File: config.mk
export PLATFORM = sky130hd
export DESIGN_NAME = mul_shift_seq
export DESIGN_NICKNAME = d
export VERILOG_FILES = /design/src/rtl/mul_shift_seq.sv
export SDC_FILE = /design/constraint.sdc
export NUM_CORES = 1
export LEC_CHECK = 0
export BUFFER_PORTS_ARGS = -buffer_cell sky130_fd_sc_hd__buf_2
export CAP_MARGIN = 20
export CORE_AREA = 2 2 59 61
export CTS_CLUSTER_DIAMETER = 150
export DETAILED_ROUTE_END_ITERATION = 8
export DIE_AREA = 0 0 61 63
export SYNTH_ARGS = -nofsm -noshare
export SYNTH_HDL_FRONTEND = slang
export SYNTH_SLANG_ARGS = --single-unit
File: constraint.sdc
create_clock -name clk -period 2.5 [get_ports clk]
set_clock_uncertainty 0.2 [all_clocks]
set_input_delay 0.25 -clock clk [delete_from_list [all_inputs] [get_ports clk]]
set_output_delay 0.25 -clock clk [all_outputs]
set_load 0.02 [all_outputs]
File: src/rtl/mul_shift_seq.sv
// Multiply/shift sequencer: free-running pulse-interval counter with
// minor-cycle parity, plus the order control that drives c5/c6/c7/s2.
module mul_shift_seq #(
    parameter int PI_PER_MC  = 36,
    parameter int MUL_DIGITS = 17,
    parameter int SHIFT_W    = 6
) (
    input  logic               clk,
    input  logic               rst,
    input  logic               start_mul,
    input  logic               start_shift,
    input  logic [SHIFT_W-1:0] shift_places,
    output logic               d0,
    output logic               d35,
    output logic               ev_d0,
    output logic               c5,
    output logic               c6,
    output logic               s2,
    output logic               c7,
    output logic               busy,
    output logic               done
);

    localparam int PI_W  = $clog2(PI_PER_MC);
    localparam int MD_W  = $clog2(MUL_DIGITS + 1);
    localparam int CNT_W = (SHIFT_W > MD_W) ? SHIFT_W : MD_W;

    typedef enum logic [2:0] {
        S_IDLE,
        S_ARM,
        S_MUL,
        S_SHIFT,
        S_FINISH
    } state_t;

    logic [PI_W-1:0]    pi_q, pi_d;
    logic               mc_odd_q, mc_odd_d;
    state_t             state_q, state_d;
    logic               op_shift_q, op_shift_d;
    logic [SHIFT_W-1:0] places_q, places_d;
    logic [CNT_W-1:0]   cnt_q, cnt_d;
    logic               done_q, done_d;

    logic end_mc;
    logic pi_zero;

    assign end_mc  = (pi_q == PI_W'(PI_PER_MC - 1));
    assign pi_zero = (pi_q == '0);

    always_comb begin
        pi_d     = end_mc ? '0 : pi_q + PI_W'(1);
        mc_odd_d = mc_odd_q ^ end_mc;
    end

    always_comb begin
        state_d    = state_q;
        op_shift_d = op_shift_q;
        places_d   = places_q;
        cnt_d      = cnt_q;
        done_d     = 1'b0;
        unique case (state_q)
            S_IDLE: begin
                if (start_mul) begin
                    state_d    = S_ARM;
                    op_shift_d = 1'b0;
                end else if (start_shift) begin
                    state_d    = S_ARM;
                    op_shift_d = 1'b1;
                    places_d   = shift_places;
                end
            end
            // Orders always begin on the d0 of an even minor cycle
            S_ARM: begin
                if (end_mc && mc_odd_q) begin
                    if (!op_shift_q) begin
                        cnt_d   = CNT_W'(MUL_DIGITS);
                        state_d = S_MUL;
                    end else if (places_q != '0) begin
                        cnt_d   = CNT_W'(places_q);
                        state_d = S_SHIFT;
                    end else begin
                        state_d = S_FINISH;
                    end
                end
            end
            S_MUL, S_SHIFT: begin
                if (end_mc) begin
                    if (cnt_q == CNT_W'(1)) begin
                        cnt_d   = '0;
                        state_d = S_FINISH;
                    end else begin
                        cnt_d = cnt_q - CNT_W'(1);
                    end
                end
            end
            S_FINISH: begin
                if (end_mc) begin
                    state_d = S_IDLE;
                    done_d  = 1'b1;
                end
            end
            default: state_d = S_IDLE;
        endcase
    end

    always_ff @(posedge clk) begin
        if (rst) begin
            pi_q       <= '0;
            mc_odd_q   <= 1'b0;
            state_q    <= S_IDLE;
            op_shift_q <= 1'b0;
            places_q   <= '0;
            cnt_q      <= '0;
            done_q     <= 1'b0;
        end else begin
            pi_q       <= pi_d;
            mc_odd_q   <= mc_odd_d;
            state_q    <= state_d;
            op_shift_q <= op_shift_d;
            places_q   <= places_d;
            cnt_q      <= cnt_d;
            done_q     <= done_d;
        end
    end

    // Every output is held low for as long as reset is asserted
    assign d0    = ~rst & pi_zero;
    assign d35   = ~rst & end_mc;
    assign ev_d0 = ~rst & pi_zero & ~mc_odd_q;
    assign c5    = ~rst & (state_q == S_MUL);
    assign c6    = ~rst & (state_q == S_SHIFT);
    assign s2    = ~rst & (state_q == S_SHIFT) & pi_zero;
    assign c7    = ~rst & (state_q == S_FINISH);
    assign busy  = ~rst & (state_q != S_IDLE);
    assign done  = ~rst & done_q;

endmodule

# Word-level counts from Yosys, hierarchy flattened
# Index checks and enable logic that the tools add are counted.
# word_totals
in_bits	10
register_bits	24
ramBits	0
mem_count	0
mem_bits_ro	0
latchBits	0
# op_classes
add_sub_neg	2
order_cmp	0
shift	0
eq_ne	12
mux	18
reduce_logical	14
bitwise	14
multipliers	0
div	0
# ops
cell	n
$mux 6	5
$mux 3	8
$pmux 3 s4	1
$pmux 6 s2	1
$and 1x1->1	9
$ne 2x2->1 const B	4
$add 6x1->6 const B	1
$eq 3x2->1 const B	2
$eq 6x1->1 const B	1
$eq 6x6->1 const B	1
$logic_not 6->1	1
$ne 3x3->1 const B	2
$reduce_bool 6->1	1
$reduce_or 2->1	3
$sub 6x1->6 const B	1
$reduce_and 5->1	1
$not 1->1	4
$reduce_and 4->1	1
$reduce_bool 2->1	2
$eq 3x1->1 const B	1
$eq 3x3->1 const B	1
$logic_not 3->1	1
$mux 1	3
$reduce_and 3->1	1
other kinds (4)	4

# Longest topological paths before layout
# Gate-level depths: netlist of the first run.
# depth
word_depth	5
mapped_depth	6
mapped_depth_nobuf	6

# Least setup slack after synthesis of the first run
# OpenSTA, ideal clock, no wires.
# synth_path
path_kind	reg2out
from	reg pi_q[3]
to	out s2
path_slack_ns	-0.013
required_ns	2.050
n_path_buf	1
path_stages_with_launch	5
arrival_time_ns	2.063
cell_sequence	dfxtp_1 -> or3_1 -> buf_6 -> nor4b_1 -> and3_1
# synth_via
elab_chain_len	2
# synth_lines
item	line_no	rtl
start, declared	36	logic [PI_W-1:0] pi_q, pi_d;
start signal, assigned	116	pi_q <= pi_d;
$logic_not 6->1	48	assign pi_zero = (pi_q == '0);
$and 1x1->1	132	assign s2 = ~rst & (state_q == S_SHIFT) & pi_zero;
end, declared	18	output logic s2,
# No other way between the ends.

# Worst setup path after layout of the first run
# Same ends and word-level chain as after synthesis.

==> impl_metrics.csv, run 1 <==
group,metric,value,unit
final_layout,area_delta_synth_final,17.1,%
final_layout,finalNetCount,199,
route,drtIter0Drc,66,
route,drc,0,
route,routed_wl,3.24,mm
global_route,grt_pass1_vias,1277,
setup_path,crit_chain,"or3_1, nor4b_2, and3_1, buf_2",
global_route,grt_pass1_wl,5.50,mm
setup_path,r2r_slack,0.25,ns
route,post_drt_via_cell_ratio,5.67,
route,via_count,1305,
timing,fmax,430,MHz
route,final_antenna_net_count,0,
clock_tree,clock-sinks,24,
setup_path,path_buf_inv,1,
route,wl_met3,62,µm
placement,dp_cells,219,
floorplanning,core,3230,µm²
timing,maxSlewViolCount,0,
clock_tree,cts_buffers,3,
worst_hold_path,hold_class,"in -> reg",
floorplanning,die_height,63,µm
clock_tree,cts_setup_buffers,0,
timing,worst_pin_slew,0.565,ns
flow_run,maxCapViolCount,0,
clock_tree,cts_max_level,1,
timing,finalSetupViolCount,0,
power_and_ir_drop,p_per_area,452,nW/µm²
logic_synthesis,yosysTopAreaCellShare,34.6,%
logic_synthesis,yosysTopAreaCell,"dfxtp_1",
logic_synthesis,synthTopCellsByArea,"dfxtp_1 35%, mux2i_1 5.0%, a211oi_1 4.9%",
timing,tns,0,ns
route,wl_per_cell,14.1,µm
placement,postPlaceCellArea,1520,µm²
route,dr.pass1.iters,4,
logic_synthesis,seq_area_frac_synth,34.6,%
final_layout,stdcell_count,230,
route,dr.max_layer_used,"met4",
setup_path,cp_max_fo,8,
power_and_ir_drop,p_leak,0.000620,µW
clock_tree,clk_path_buf_depth,2,
global_route,grt_max_degree,25,
setup_path,critPathLaunchType,"flop",
setup_path,required,2.05,ns
placement,place_hpwl,2.32,mm
timing,period_share,93.0,%
final_layout,final_area,1630,µm²
logic_synthesis,synth-warning-count,0,
timing,rsz0062_at_grt,"false",
setup_path,slowest_delay,0.52,ns
setup_path,critPathKind,"reg -> out",
timing,slew_headroom,62.3,%
power_and_ir_drop,peakVddDrop,0.000270,V
placement,io_buffers,18,
timing,finalHoldViolCount,0,
logic_synthesis,synthArstFlopShare,0,%
logic_synthesis,syn-cell-area,1390,µm²
logic_synthesis,synth.avg_cell_area,8.57,µm²
global_route,antenna_found_initial,0,
outcome,status,"finished, final reports clean",
logic_synthesis,ys_seq_elements,24,
route,wl_met2,1.58,mm
logic_synthesis,yosysUniqueCellTypes,44,
timing,final.min_clock_period,2.33,ns
clock_tree,cts_tree,"yes",
final_layout,drive_gt1_share,17.4,%
clock_tree,worstSkewPairLatency,0.31,ns
floorplanning,die_w,61,µm
global_route,grt_usage,18.4,%
floorplanning,dieArea,3840,µm²
logic_synthesis,synth_nets,176,
setup_path,critPathTopFamily,"simple AND/OR/NAND/NOR gates",
setup_path,endpoint_kind,"output port",
logic_synthesis,synth_edf_count,0,
floorplanning,start_util,43.0,%
floorplanning,fp-row-count,21,
setup_path,arrival,1.88,ns
route,met1_length,1.56,mm
setup_path,critPathSlowestCell,"or3_1",
logic_synthesis,synth_ff_type,"dfxtp_1",
final_layout,antennaDiodeCount,0,
global_route,overflow,0,
clock_tree,cts-root-buf,"clkbuf_4",
clock_tree,clkTransAtPathRegs,0.13,ns
floorplanning,pin_count,19,
placement,gp_congestion,0.925,
logic_synthesis,syn_inst,162,
[repair_timing]
item | in CTS | in global routing
gates resized for setup | 0 | 0
hold endpoints to repair | 7 | 0
hold buffers | 7 | 0
[through the flow]
stage	total power (µW)	hold WS [ns]	worst slack, ns	util [%]
6_report	735	0.0343	0.175	50.3
5_1_grt	782	0.00800	0.0681	50.3
4_1_cts	747	0.0232	0.170	50.3
3_5_place_dp	528	0.262	0.318	47.0
3_3_place_gp	526	0.263	0.412	47.0
2_1_floorplan	499	0.147	0.336	-
[Yosys cell counts, types with 4 or more instances]
cell type / n
mux2i_1: 7
nor2_1: 14
nor2b_1: 4
or3_1: 4
dfxtp_1: 24
a21oi_1: 6
a211oi_1: 9
inv_1: 6
nor3_1: 11
clkbuf_1: 7
nand2_1: 5
ha_1: 4
nand2b_1: 6
[sequential cells by signal (all words and copies together), names as in the netlist]
| name | count |
|---|---|
| op_shift_q | 1 |
| places_q | 6 |
| mc_odd_q | 1 |
| cnt_q | 6 |
| state_q | 3 |
| done_q | 1 |
| pi_q | 6 |
[worst register-to-register path, stage by stage, from the launching register on]
cell and delay (ns):
dfxtp_1 0.36, or3_1 0.52, nor4_1 0.54, nand2_1 0.24, o32ai_1 0.31
[area by class of cell]
cell class / instances / area [µm²]
Clock buffer: 4 / 36.3
Timing Repair Buffer: 28 / 183
Fill cell: 329 / 1610
Tap cell: 46 / 57.6
Inverter: 6 / 22.5
Sequential cell: 24 / 480
Multi-Input combinational cell: 122 / 847
[layer usage]
layer  vias up  GRT usage (%)
met5         -              0
met1       630           24.8
met3         5           3.11
li1        652              -
met4         0           7.34
met2        18           28.8
[cell usage in the layout, fill, tap and decap left out, types with 3 or more instances in the layout]
cell	Yosys	final
clkbuf_4	0	3
xnor2_1	3	3
nand2b_1	6	6
nor3_1	11	11
inv_1	6	6
nand3_1	3	3
dfxtp_1	24	24
nor2b_1	4	4
mux2i_1	7	7
a211oi_1	9	9
o32ai_1	3	3
buf_2	0	18
a221oi_1	3	3
nor2_1	14	14
a21oi_1	6	6
buf_4	0	3
or4_1	3	3
nand2_1	5	5
dlygate4sd3_1	0	7
ha_1	4	4
or3_1	4	4
nor3b_1	3	3
[power breakdown]
part | total [µW] | internal, µW | switching (µW)
clock network | 205 | 89.0 | 116
logic | 122 | 57.9 | 63.6
registers | 408 | 395 | 12.8
[final timing paths]
check | from | endpoint | cells past startpoint
worst min-delay path | rst | op_shift_q | 2
worst max register to register | pi_q[3] | cnt_q[3] | 4
worst max-delay path | pi_q[3] | s2 | 4
worst min register to register | pi_q[0] | pi_q[0] | 1
[cells by family after synthesis]
family	synth area share [%]
AO/OA/AOI/OAI	20.4
XOR/XNOR	3.15
adder cells (fa/ha/maj)	3.60
buffers and inverters	4.87
flip-flops	34.6
multiplexers	5.05
AND/OR/NAND/NOR	28.4
(Power assumes the default switching activity.)
==> run 2, diff against run 1 <==
--- a/config.mk
+++ b/config.mk
@@ -7,10 +7,13 @@
 export LEC_CHECK = 0
 export BUFFER_PORTS_ARGS = -buffer_cell sky130_fd_sc_hd__buf_2
 export CAP_MARGIN = 20
-export CORE_AREA = 2 2 59 61
+export CELL_PAD_IN_SITES_DETAIL_PLACEMENT = 2
+export CELL_PAD_IN_SITES_GLOBAL_PLACEMENT = 2
+export CORE_AREA = 2 2 67 69
 export CTS_CLUSTER_DIAMETER = 150
 export DETAILED_ROUTE_END_ITERATION = 8
-export DIE_AREA = 0 0 61 63
+export DIE_AREA = 0 0 69 71
+export PLACE_DENSITY_LB_ADDON = 0.1
 export SYNTH_ARGS = -nofsm -noshare
 export SYNTH_HDL_FRONTEND = slang
 export SYNTH_SLANG_ARGS = --single-unit
==> run 2 against run 1 <==
Net effect:
- utilization shrank 12 points
- power grew 8.7%
- setup slack gained 0.044 ns
- die area grew 27%
- first-iteration DRC count shrank 36%
- sequential power is essentially flat
- count of clock-buffer cells in the layout is the same
- global-route usage shrank 0.37 points
- clock power grew 32%
- flip-flop and latch count is the same
- final area shrank 0.69%
- hold slack lost 0.010 ns
- critical endpoint unchanged
- largest cell class unchanged
- largest power group unchanged
==> impl_metrics.csv, run 2 (synthesis gave the netlist of run 1 again) <==
group,metric,value,unit
outcome,status,"finished, final reports clean",
timing,worst_pin_slew,0.615,ns
timing,maxSlewViolCount,0,
power_and_ir_drop,seq_power_share,51.1,%
floorplanning,start_util,33.0,%
route,drc,0,
clock_tree,clock-sinks,24,
timing,tns,0,ns
route,post_drt_via_cell_ratio,5.64,
clock_tree,cts_buffers,3,
power_and_ir_drop,switching_power,211,µW
clock_tree,cts-root-buf,"clkbuf_8",
clock_tree,cts_max_level,1,
setup_path,crit_chain,"or3_1, nor4b_2, and3_1, buf_2",
clock_tree,clk_path_buf_depth,2,
global_route,grt_usage,18.1,%
setup_path,required,2.05,ns
setup_path,critPathKind,"reg -> out",
power_and_ir_drop,peakVddDrop,0.000228,V
global_route,grt_pass1_wl,7.11,mm
clock_tree,worstSkewPairLatency,0.27,ns
timing,finalHoldViolCount,0,
placement,gp_congestion,0.763,
global_route,grt_pass1_vias,1419,
final_layout,drive_gt1_share,19.3,%
final_layout,fillCellCount,479,
timing,fmax,438,MHz
final_layout,reg_top3,"cnt_q x6, pi_q x6, places_q x6",
global_route,antenna_found_initial,0,
setup_path,critPathSlowestCell,"or3_1",
timing,period_share,91.2,%
placement,io_buffers,18,
global_route,overflow,0,
placement,place_hpwl,3.32,mm
final_layout,fin_util,38.4,%
final_layout,layout_commonest_cell,"dfxtp_1",
route,final_antenna_net_count,0,
flow_run,maxCapViolCount,0,
final_layout,final_cell_mix,"24 x dfxtp_1, 18 x buf_2, 14 x nor2_1",
route,via_count,1313,
worst_hold_path,hold_class,"in -> reg",
setup_path,path_buf_inv,1,
power_and_ir_drop,p_leak,0.000619,µW
floorplanning,core,4200,µm²
floorplanning,die_height,71,µm
clock_tree,clkTransAtPathRegs,0.09,ns
setup_path,path_depth,4,
final_layout,antennaDiodeCount,0,
setup_path,endpoint_kind,"output port",
clock_tree,cts_tree,"yes",
floorplanning,die_w,69,µm
timing,final.min_clock_period,2.28,ns
setup_path,critPathTopFamily,"simple AND/OR/NAND/NOR gates",
route,drtIter0Drc,42,
clock_tree,postCtsResizedCells,0,
floorplanning,dieArea,4900,µm²
route,dr.pass1.iters,4,
power_and_ir_drop,pwr-share-clk,33.9,%
setup_path,arrival,1.83,ns
route,routed_wl,4.22,mm
final_layout,area_delta_synth_final,16.3,%
worst_hold_path,hold_depth,3,
timing,slew_headroom,58.9,%
power_and_ir_drop,p_int,588,µW
setup_path,cp_max_fo,8,
route,wl_per_cell,18.1,µm
timing,rsz0062_at_grt,"false",
floorplanning,pin_count,19,
power_and_ir_drop,total_power,799,µW
final_layout,finalNetCount,196,
timing,finalSetupViolCount,0,
floorplanning,fp-row-count,24,
setup_path,reg2reg_depth,4,
setup_path,slowest_delay,0.51,ns
global_route,grt_max_degree,20,
power_and_ir_drop,p_per_area,495,nW/µm²
power_and_ir_drop,comb_power_share,15.0,%
timing,hold_slack,0.0239,ns
setup_path,critPathLaunchType,"flop",
power_and_ir_drop,p_sw_share,26.4,%
[run 2: timing repair]
| action | 4_1_cts | 5_1_grt |
|---|---|---|
| hold endpoints to repair | 1 | 0 |
| buffers inserted | 0 | 0 |
| hold buffers | 1 | 0 |
[run 2: per-stage QoR]
stage,cell area [µm²],setup WS (ns),cells
floorplan,1400,0.336,162
global placement,1550,0.429,228
detailed placement,1550,0.284,228
CTS,1620,0.219,233
global route,1620,0.0642,233
finish,1620,0.219,233
[run 2: layer usage]
layer	vias to the layer above	wire length, µm	GRT usage, %
li1	645	-	-
met1	647	1870	21.5
met2	14	2180	33.3
met3	7	66	2.14
met4	0	97	6.75
met5	-	0	0
[run 2: path summary, 6_finish.rpt]
path                        start     endpoint  slack (ns)
hold reg to reg           pi_q[0]      pi_q[0]        0.28
setup / recovery          pi_q[3]           s2        0.22
setup reg to reg          pi_q[3]     cnt_q[2]        0.25
hold / removal    shift_places[4]  places_q[4]        0.02
[run 2: power groups by stage]
stage	Combinational (µW)	Sequential, µW	Clock [µW]
floorplan	86.4	412	0
global placement	114	416	0
detailed placement	120	417	0
CTS	122	408	281
global route	135	410	300
finish	120	408	271
[run 2: final cells by class]
cell class	instances	area, µm²	area share [%]
Inverter	6	22.5	1.39
Multi-Input combinational cell	122	847	52.4
Clock buffer	4	55.1	3.41
Tap cell	52	65.1	4.03
Timing Repair Buffer	25	145	8.99
Sequential cell	24	480	29.7
[run 2: worst reg2reg max path, delay by kind of cell (launching register included)]
family	cells	cell delay, ns
simple gates	3	1.28
flops	1	0.35
compound gates	1	0.32
==> run 3, diff against run 2 <==
--- a/config.mk
+++ b/config.mk
@@ -5,14 +5,15 @@
 export SDC_FILE = /design/constraint.sdc
 export NUM_CORES = 1
 export LEC_CHECK = 0
+export ABC_AREA = 1
 export BUFFER_PORTS_ARGS = -buffer_cell sky130_fd_sc_hd__buf_2
 export CAP_MARGIN = 20
 export CELL_PAD_IN_SITES_DETAIL_PLACEMENT = 2
 export CELL_PAD_IN_SITES_GLOBAL_PLACEMENT = 2
-export CORE_AREA = 2 2 67 69
+export CORE_AREA = 2 2 70 72
 export CTS_CLUSTER_DIAMETER = 150
 export DETAILED_ROUTE_END_ITERATION = 8
-export DIE_AREA = 0 0 69 71
+export DIE_AREA = 0 0 72 74
 export PLACE_DENSITY_LB_ADDON = 0.1
 export SYNTH_ARGS = -nofsm -noshare
 export SYNTH_HDL_FRONTEND = slang
==> run 3 against run 2 <==
Net effect:
- global-route usage is 1.4 points lower
- synthesized area fell by 3.7%
- critical path type unchanged
- flip-flop and latch count is the same
==> impl_metrics.csv, run 3 <==
group,metric,value,unit
setup_path,critPathSlowestCell,"dfxtp_1",
floorplanning,pin_count,19,
logic_synthesis,synth_edf_count,0,
final_layout,drive_gt1_share,19.5,%
timing,fmax,503,MHz
setup_path,cp_max_fo,6,
timing,worst_pin_slew,0.485,ns
route,dr.pass1.iters,4,
global_route,grt_usage,16.6,%
clock_tree,postCtsResizedCells,0,
clock_tree,cts_max_level,1,
global_route,grt_max_degree,18,
logic_synthesis,synthTopCellsByArea,"dfxtp_1 36%, nor2_1 14%, nand2_1 7.9%",
outcome,status,"finished, final reports clean",
clock_tree,cts_buffers,3,
route,routed_wl,3.97,mm
final_layout,reg_top3,"cnt_q x6, pi_q x6, places_q x6",
floorplanning,die_w,72,µm
timing,final.min_clock_period,1.99,ns
logic_synthesis,syn_inst,201,
logic_synthesis,synth_nets,215,
final_layout,layout_commonest_cell,"nor2_1",
setup_path,slowest_delay,0.38,ns
setup_path,critPathLaunchType,"flop",
global_route,grt_pass1_wl,6.88,mm
global_route,overflow,0,
final_layout,fillCellCount,564,
placement,place_hpwl,3.24,mm
logic_synthesis,yosysTopAreaCellShare,35.9,%
global_route,antenna_found_initial,0,
route,drtIter0Drc,28,
logic_synthesis,synth-warning-count,0,
setup_path,critPathTopFamily,"simple AND/OR/NAND/NOR gates",
setup_path,endpoint_kind,"output port",
flow_run,maxCapViolCount,0,
timing,tns,0,ns
setup_path,arrival,1.54,ns
clock_tree,clkTransAtPathRegs,0.09,ns
logic_synthesis,yosysTopAreaCell,"dfxtp_1",
floorplanning,dieArea,5330,µm²
route,via_count,1309,
setup_path,crit_chain,"ha_1, nand2_1, inv_1, nand3_2, nor2_1, buf_2",
timing,finalSetupViolCount,0,
logic_synthesis,synth.avg_cell_area,6.65,µm²
logic_synthesis,ys_seq_elements,24,
floorplanning,fp-row-count,25,
route,post_drt_via_cell_ratio,4.76,
floorplanning,die_height,74,µm
floorplanning,start_util,29.1,%
clock_tree,cts_setup_buffers,0,
final_layout,finalNetCount,237,
setup_path,critPathKind,"reg -> out",
logic_synthesis,synth.top_cells.by_count,"49 x nor2_1, 28 x nand2_1, 26 x inv_1",
worst_hold_path,hold_class,"in -> reg",
route,final_antenna_net_count,0,
timing,slew_headroom,67.4,%
placement,gp_congestion,0.770,
clock_tree,clock-sinks,24,
placement,io_buffers,18,
logic_synthesis,seq_area_frac_synth,35.9,%
power_and_ir_drop,p_per_area,866,nW/µm²
final_layout,area_delta_synth_final,14.8,%
logic_synthesis,yosysMostFrequentCell,"nor2_1",
logic_synthesis,synth_ff_type,"dfxtp_1",
timing,period_share,79.5,%
clock_tree,cts-root-buf,"clkbuf_8",
logic_synthesis,yosysUniqueCellTypes,23,
setup_path,path_buf_inv,2,
clock_tree,cts_tree,"yes",
final_layout,antennaDiodeCount,0,
final_layout,final_cell_mix,"49 x nor2_1, 28 x nand2_1, 26 x inv_1",
timing,rsz0062_at_grt,"false",
timing,maxSlewViolCount,0,
logic_synthesis,synthArstFlopShare,0,%
power_and_ir_drop,p_leak,0.000701,µW
setup_path,required,2.05,ns
timing,finalHoldViolCount,0,
route,drc,0,
power_and_ir_drop,total_power,1330,µW
logic_synthesis,syn-cell-area,1340,µm²
power_and_ir_drop,peakVddDrop,0.000358,V
floorplanning,core,4600,µm²
clock_tree,clk_path_buf_depth,2,
global_route,grt_pass1_vias,1408,
clock_tree,worstSkewPairLatency,0.27,ns
route,wl_per_cell,14.4,µm
clock_tree,holdBufCountCts,0,
-- run 3: cell types whose count changed after synthesis, sizes merged, moves of 5 or more --
cell    before  now
a211oi       9    0
nor3        11    6
inv          6   30
o21ai        2   17
mux2i        7    0
clkbuf       7    1
nand2        5   31
nand2b       6    0
nor2        14   57
nand3        3   14
-- run 3: final cells by class --
cell class,count,area (µm²),area share [%]
multi-input combinational,144,731,47.6
timing repair buffer,19,97.6,6.36
tap,54,67.6,4.40
clock buffer,3,41.3,2.69
sequential,24,480,31.3
inverter,31,118,7.66
-- run 3: final timing paths --
| check | slack (ns) | startpoint | end | cells past startpoint |
|---|---|---|---|---|
| max | 0.51 | pi_q[0] | d35 | 6 |
| min reg2reg | 0.27 | pi_q[0] | pi_q[0] | 1 |
| min | 0.04 | shift_places[1] | places_q[1] | 3 |
| max reg2reg | 0.71 | pi_q[0] | cnt_q[3] | 10 |
-- run 3: per-layer routing --
metal / vias to the layer above / wire [µm] / GRT usage (%) / part of all wire, %
met5: - / 0 / 0 / 0
met4: 0 / 45 / 5.03 / 1.1
met3: 5 / 106 / 2.30 / 2.7
met2: 21 / 1930 / 30.2 / 49
met1: 616 / 1890 / 20.5 / 48
li1: 667 / - / - / -
-- run 3: power breakdown --
group,leakage (µW),switching [µW],internal [µW]
combinational,0.000483,405,196
clock,0.0000216,125,108
sequential,0.000196,62.7,432
-- run 3: worst min-delay path, delay by kind of cell --
kind | cells | cell delay, ns
AND/OR/NAND/NOR | 1 | 0.08
buffers and inverters | 1 | 0.07
AO/OA/AOI/OAI | 1 | 0.07
-- run 3: kinds of logic after synthesis --
logic type / Yosys count / share of synthesized area, %
flip-flops: 24 / 35.9
AO/OA/AOI/OAI: 22 / 8.42
adder cells (fa/ha/maj): 4 / 3.74
buffers and inverters: 33 / 9.45
AND/OR/NAND/NOR: 113 / 39.2
XOR/XNOR: 5 / 3.27
-- run 3: metrics by stage --
step / instance area (µm²) / worst slack (ns) / instances / util, % / hold WS [ns]
floorplan: 1340 / 0.830 / 201 / - / 0.214
global route: 1540 / 0.323 / 275 / 33.4 / 0.0538
finish: 1540 / 0.513 / 275 / 33.4 / 0.0386
global placement: 1490 / 0.780 / 272 / 32.5 / 0.243
CTS: 1540 / 0.489 / 275 / 33.4 / 0.0391
detailed placement: 1490 / 0.713 / 272 / 32.5 / 0.257
